[src/rtl/uart_pkg.sv]
// Shared definitions for the UART transmit path: FSM states, TX mux select
// codes and parity-type encoding.
package uart_pkg;

    typedef enum logic [2:0] {
        IDLE   = 3'd0,
        START  = 3'd1,
        DATA   = 3'd2,
        PARITY = 3'd3,
        STOP   = 3'd4
    } uart_tx_state_e;

    localparam logic [1:0] SEL_START = 2'b00;
    localparam logic [1:0] SEL_STOP  = 2'b01;
    localparam logic [1:0] SEL_DATA  = 2'b10;
    localparam logic [1:0] SEL_PAR   = 2'b11;

    localparam logic PAR_EVEN = 1'b0;
    localparam logic PAR_ODD  = 1'b1;

    // Line select seen by the TX mux while the FSM sits in a given state.
    function automatic logic [1:0] sel_decode(input uart_tx_state_e state);
        logic [1:0] sel;
        case (state)
            START:   sel = SEL_START;
            DATA:    sel = SEL_DATA;
            PARITY:  sel = SEL_PAR;
            STOP:    sel = SEL_STOP;
            IDLE:    sel = SEL_STOP;
            default: sel = SEL_STOP;
        endcase
        return sel;
    endfunction

endpackage

[src/rtl/uart_serializer.sv]
// Load/shift register and bit counter; presents the payload LSB-first and
// flags the last data bit to the controlling FSM.
module uart_serializer #(
    parameter int DATA_WIDTH = 8
) (
    input  logic                  clk,
    input  logic                  rst_n,
    input  logic                  load,
    input  logic                  clear,
    input  logic                  shift,
    input  logic [DATA_WIDTH-1:0] load_data,
    output logic                  ser_data,
    output logic                  done
);

    localparam int CNT_W = (DATA_WIDTH > 1) ? $clog2(DATA_WIDTH) : 1;
    localparam logic [CNT_W-1:0] LAST_BIT = CNT_W'(DATA_WIDTH - 1);

    logic [DATA_WIDTH-1:0] shift_r;
    logic [CNT_W-1:0]      cnt_r;

    // Payload shift register: parallel load on accept, shift right per data bit.
    always_ff @(posedge clk or negedge rst_n) begin
        if (!rst_n) begin
            shift_r <= '0;
        end else if (load) begin
            shift_r <= load_data;
        end else if (shift) begin
            shift_r <= shift_r >> 1;
        end else begin
            shift_r <= shift_r;
        end
    end

    // Bit counter: zeroed before the data phase, advanced with every shift.
    always_ff @(posedge clk or negedge rst_n) begin
        if (!rst_n) begin
            cnt_r <= '0;
        end else if (load || clear) begin
            cnt_r <= '0;
        end else if (shift) begin
            cnt_r <= cnt_r + CNT_W'(1);
        end else begin
            cnt_r <= cnt_r;
        end
    end

    assign ser_data = shift_r[0];
    assign done     = (cnt_r == LAST_BIT);

endmodule

[src/rtl/uart_tx_fsm.sv]
// UART transmit controller: accepts a byte on handshake, sequences
// start/data/parity/stop via mux_sel and supplies serial data and parity.
module uart_tx_fsm
    import uart_pkg::*;
#(
    parameter int DATA_WIDTH = 8
) (
    input  logic                  clk,
    input  logic                  rst_n,
    input  logic [DATA_WIDTH-1:0] p_data,
    input  logic                  data_valid,
    input  logic                  par_en,
    input  logic                  par_typ,
    output logic                  ser_data,
    output logic                  par_bit,
    output logic [1:0]            mux_sel,
    output logic                  busy
);

    uart_tx_state_e state_r;
    uart_tx_state_e state_s;
    logic           par_en_r;
    logic           par_bit_r;
    logic [1:0]     mux_sel_r;
    logic           busy_r;
    logic           accept_s;
    logic           clear_s;
    logic           shift_s;
    logic           done_s;

    function automatic logic calc_parity(input logic [DATA_WIDTH-1:0] data,
                                         input logic                  typ);
        logic p;
        if (typ == PAR_ODD) begin
            p = ~^data;
        end else begin
            p = ^data;
        end
        return p;
    endfunction

    uart_serializer #(
        .DATA_WIDTH (DATA_WIDTH)
    ) u_serializer (
        .clk       (clk),
        .rst_n     (rst_n),
        .load      (accept_s),
        .clear     (clear_s),
        .shift     (shift_s),
        .load_data (p_data),
        .ser_data  (ser_data),
        .done      (done_s)
    );

    // Next-state and serializer control decode.
    always_comb begin
        state_s  = state_r;
        accept_s = 1'b0;
        clear_s  = 1'b0;
        shift_s  = 1'b0;
        case (state_r)
            IDLE: begin
                if (data_valid) begin
                    accept_s = 1'b1;
                    state_s  = START;
                end else begin
                    state_s  = IDLE;
                end
            end
            START: begin
                clear_s = 1'b1;
                state_s = DATA;
            end
            DATA: begin
                shift_s = 1'b1;
                if (done_s) begin
                    state_s = par_en_r ? PARITY : STOP;
                end else begin
                    state_s = DATA;
                end
            end
            PARITY:  state_s = STOP;
            STOP:    state_s = IDLE;
            default: state_s = IDLE;
        endcase
    end

    // State register; outputs are decoded from the next state so they line up
    // with the state register while coming straight out of flops.
    always_ff @(posedge clk or negedge rst_n) begin
        if (!rst_n) begin
            state_r   <= IDLE;
            mux_sel_r <= SEL_STOP;
            busy_r    <= 1'b0;
        end else begin
            state_r   <= state_s;
            mux_sel_r <= sel_decode(state_s);
            busy_r    <= (state_s != IDLE);
        end
    end

    // Frame options captured on accept so mid-frame input changes are ignored.
    always_ff @(posedge clk or negedge rst_n) begin
        if (!rst_n) begin
            par_en_r  <= 1'b0;
            par_bit_r <= 1'b0;
        end else if (accept_s) begin
            par_en_r  <= par_en;
            par_bit_r <= calc_parity(p_data, par_typ);
        end else begin
            par_en_r  <= par_en_r;
            par_bit_r <= par_bit_r;
        end
    end

    assign par_bit = par_bit_r;
    assign mux_sel = mux_sel_r;
    assign busy    = busy_r;

endmodule

[config.mk]
export PLATFORM = sky130hd
export DESIGN_NAME = uart_tx_fsm
export DESIGN_NICKNAME = d
export VERILOG_FILES = /design/src/rtl/uart_pkg.sv /design/src/rtl/uart_serializer.sv /design/src/rtl/uart_tx_fsm.sv
export SDC_FILE = /design/constraint.sdc
export NUM_CORES = 1
export LEC_CHECK = 0
export ABC_AREA = 1
export BUFFER_PORTS_ARGS = -buffer_cell sky130_fd_sc_hd__buf_2
export CAP_MARGIN = 20
export CORE_UTILIZATION = 48
export CTS_CLUSTER_DIAMETER = 150
export DETAILED_ROUTE_END_ITERATION = 8
export PLACE_DENSITY = 0.74
export SYNTH_ARGS = -nofsm -noshare
export SYNTH_HDL_FRONTEND = slang
export SYNTH_SLANG_ARGS = --single-unit
[constraint.sdc]
create_clock -name clk -period 1.6 [get_ports clk]
set_clock_uncertainty 0.2 [all_clocks]
set_input_delay 0.24 -clock clk [delete_from_list [all_inputs] [get_ports clk]]
set_output_delay 0.24 -clock clk [all_outputs]
set_load 0.01 [all_outputs]
==> flow_summary.yaml <==
sta:
  worstMarginPinSlew_ps: 414
  drv_slew: 0
  hold_viol: 0
  worst_slack_ps: -12.1
  finalCriticalPeriod_ps: 1610
  period_share_pct: 101
  max_freq_mhz: 620
  slew_headroom_pct: 72.4
  setup_tns_ps: -12.1
  rsz0062_at_grt: "yes"
  setup_viol_count_final: 1
clock_network:
  clock_path_buffers: 2
  htree_levels: 1
  root_buffer: "clkbuf_4"
  cts_sinks: 19
  cts_buffers: 3
  tritoncts: "built"
  cts.clk_slew.worst_paths_ps: 110
  insertion_delay_ps: 300
setup_path:
  start_kind: "flip-flop"
  cp.required_ps: 1600
  cp-end-kind: "flip-flop"
  path_buf_inv: 1
  path_class: "reg2reg"
  worstSetupEndpoint: "busy"
  slowest_stage: "dfrtp_1"
  cpPeakStageDelay_ps: 410
  r2r_slack_ps: -10
  path_cells: "ha_2, ha_4, inv_2, nor2_4, nor2_2, nor3_2, or3_1"
  crit_fanout: 3
  r2r-start: "u_serializer.cnt_r[0]"
  cp_top_family: "simple AND/OR/NAND/NOR gates"
  worstPathArrival_ps: 1610
  path_depth: 7
  r2r-end: "busy"
  reg2reg_depth: 7
  critPathLaunch: "u_serializer.cnt_r[0]"
outcome:
  outcome: "finished, violations left"
  violations: "negative setup slack"
job:
  maxCapViolations: 0
hold_path:
  hp-class: "in2reg"
  hold_path_depth: 3
power:
  swShare_pct: 39.5
  power_frac_seq_pct: 41.3
  p_leak_nw: 0.663
  clockPowerShare_pct: 12.2
  p_int_mw: 1.24
  power_density_nw_per_um2: 1630
  p_sw_uw: 807
  p_comb_share_pct: 46.5
  peakVddDrop_v: 0.000933
detailed_routing:
  drcViolationCount: 0
  wl_per_cell_um: 10.6
  dr.pass1.iters: 4
  vias: 861
  via_per_inst: 4.76
  finalWirelength_um: 1920
  drtIter0Drc: 12
  antenna_left: 0
yosys:
  netlist_area_um2: 967
  ys_seq_elements: 19
  synth-seq-area-share_pct: 49.3
  synth_fp_nets: 138
  synth_cell_types: 21
  yosys_warnings: 0
  syn_inst: 123
  syn_area_per_cell_um2: 7.86
floorplanning:
  coreArea_um2: 1800
  die_x_um: 46.9
  io_pins: 18
  rows: 15
  die_h_um: 46.9
  fp.dieArea_um2: 2200
  start_util_pct: 53.7
global_route:
  grt_max_degree: 20
  grt_use_total_pct: 21.1
  grt_overflow_total: 0
  grt_pass1_wl_um: 3190
  grt_pass1_vias: 769
  antenna_found_initial: 0
finish:
  synthToLayoutAreaGrowth_pct: 29.6
  drive_above_1_share_pct: 26.9
  postLayoutCoreUtil_pct: 69.6
  fin_cells: 181
  nNetsFinal: 172
  antenna_cells: 0
place:
  routabilityCongestion: 0.806
  dp.final_hpwl_um: 1350
  portBuffers: 17
  placed_cells: 168
==> power by group through the flow <==
stage          combinational, mW  clock [mW]  sequential (mW)
3_3_place_gp               0.884           0            0.833
6_report                   0.950       0.248            0.845
2_1_floorplan              0.581           0            0.859
4_1_cts                    0.946       0.254            0.844
5_1_grt                     1.10       0.272            0.871
3_5_place_dp               0.907           0            0.842
==> stage by stage <==
stage               power [mW]  hold slack (ps)  setup WS, ps  area [µm²]
floorplan                 1.44             -256          18.4         972
global route              2.24             19.1         -90.6        1250
global placement          1.72           -0.205          3.12        1120
finish                    2.04             13.9         -12.1        1250
detailed placement        1.75             2.99         -18.5        1120
CTS                       2.04             2.36         -22.0        1250
==> placed cells by master, fill, tap and decap left out <==
cell type and instances:
o21ai_1 12, nand2_2 1, or3_1 1, nand3_1 6, nor3_1 1, o22ai_1 1
ha_4 1, inv_1 14, clkbuf_4 3, buf_4 7, nand2_1 36, o21bai_1 2
nor2_2 1, inv_2 5, nor2_4 1, nor2_1 8, a21oi_1 4, dfstp_2 1
nor3_2 1, dlygate4sd3_1 7, nand3b_1 1, nand3_2 1, nand4_4 1, o21ai_0 2
ha_2 1, buf_2 17, dfrtp_1 18, xor2_1 1, clkinv_2 1
==> worst register-to-register path, delay by kind of cell, from the launching register on <==
| family | cells | cell delay (ps) |
|---|---|---|
| and+or+nand+nor | 4 | 490 |
| DFF | 1 | 410 |
| buffers and inverters | 1 | 60 |
| adders and majority gates | 2 | 360 |
==> cell usage after synthesis <==
cell / instances / area [µm²]
buf_2: 2 / 10.0
nand2_2: 1 / 6.26
nand4_4: 1 / 21.3
dfrtp_1: 18 / 450
o21ai_1: 12 / 60.1
nand2_1: 36 / 135
inv_1: 15 / 56.3
nor3_1: 2 / 10.0
or3_1: 1 / 6.26
ha_1: 2 / 25.0
a21oi_1: 4 / 20.0
o21bai_1: 2 / 15.0
nand3b_1: 1 / 7.51
nor2_1: 10 / 37.5
o21ai_0: 2 / 10.0
nand3_1: 6 / 30.0
dfstp_2: 1 / 26.3
o22ai_1: 1 / 6.26
xor2_1: 1 / 8.76
inv_2: 4 / 15.0
nand3_2: 1 / 10.0
==> worst min path at each step <==
stage / to / from
after global routing: u_serializer.shift_r[2] / p_data[2]
after detailed placement: par_en_r / rst_n
final: u_serializer.shift_r[5] / p_data[5]
after floorplan: busy / rst_n
after global placement: mux_sel[1] / rst_n
after CTS: u_serializer.shift_r[5] / p_data[5]
==> logic make-up after synthesis <==
| kind of cell | count (synthesis) | share of synthesized area [%] |
|---|---|---|
| AND/OR/NAND/NOR | 59 | 27.3 |
| AO/OA/AOI/OAI | 21 | 11.5 |
| buffers and inverters | 21 | 8.41 |
| flip-flops | 19 | 49.3 |
| adder cells (fa/ha/maj) | 2 | 2.59 |
| XOR/XNOR | 1 | 0.906 |
==> routing by layer <==
metal	part of all wire, %	track usage, %	routed length [µm]	up-vias
li1	-	-	-	456
met1	46	27.1	878	378
met2	49	35.3	946	22
met3	3.0	2.31	58	5
met4	2.1	10.3	41	0
met5	0	0	0	-
==> flip-flops by register name (all words and copies together) (netlist names) <==
register	cells
u_serializer.shift_r	8
state_r	3
u_serializer.cnt_r	3
mux_sel	2
busy	1
par_bit	1
par_en_r	1
==> final cells by class <==
| cell class | instances | area, µm² |
|---|---|---|
| Clock inverter | 1 | 5.00 |
| Clock buffer | 3 | 22.5 |
| Tap cell | 25 | 31.3 |
| Fill cell | 159 | 548 |
| Inverter | 19 | 71.3 |
| Timing Repair Buffer | 31 | 208 |
| Multi-Input combinational cell | 83 | 439 |
| Sequential cell | 19 | 477 |
==> what timing repair did <==
action | 4_1_cts | 5_1_grt
setup endpoints to repair | 1 | 1
gates resized for setup | 6 | 0
pin swaps | 5 | 2
buffers inserted | 1 | 1
hold buffers | 7 | 0
hold endpoints to repair | 25 | 0
(Power assumes the default switching activity.)
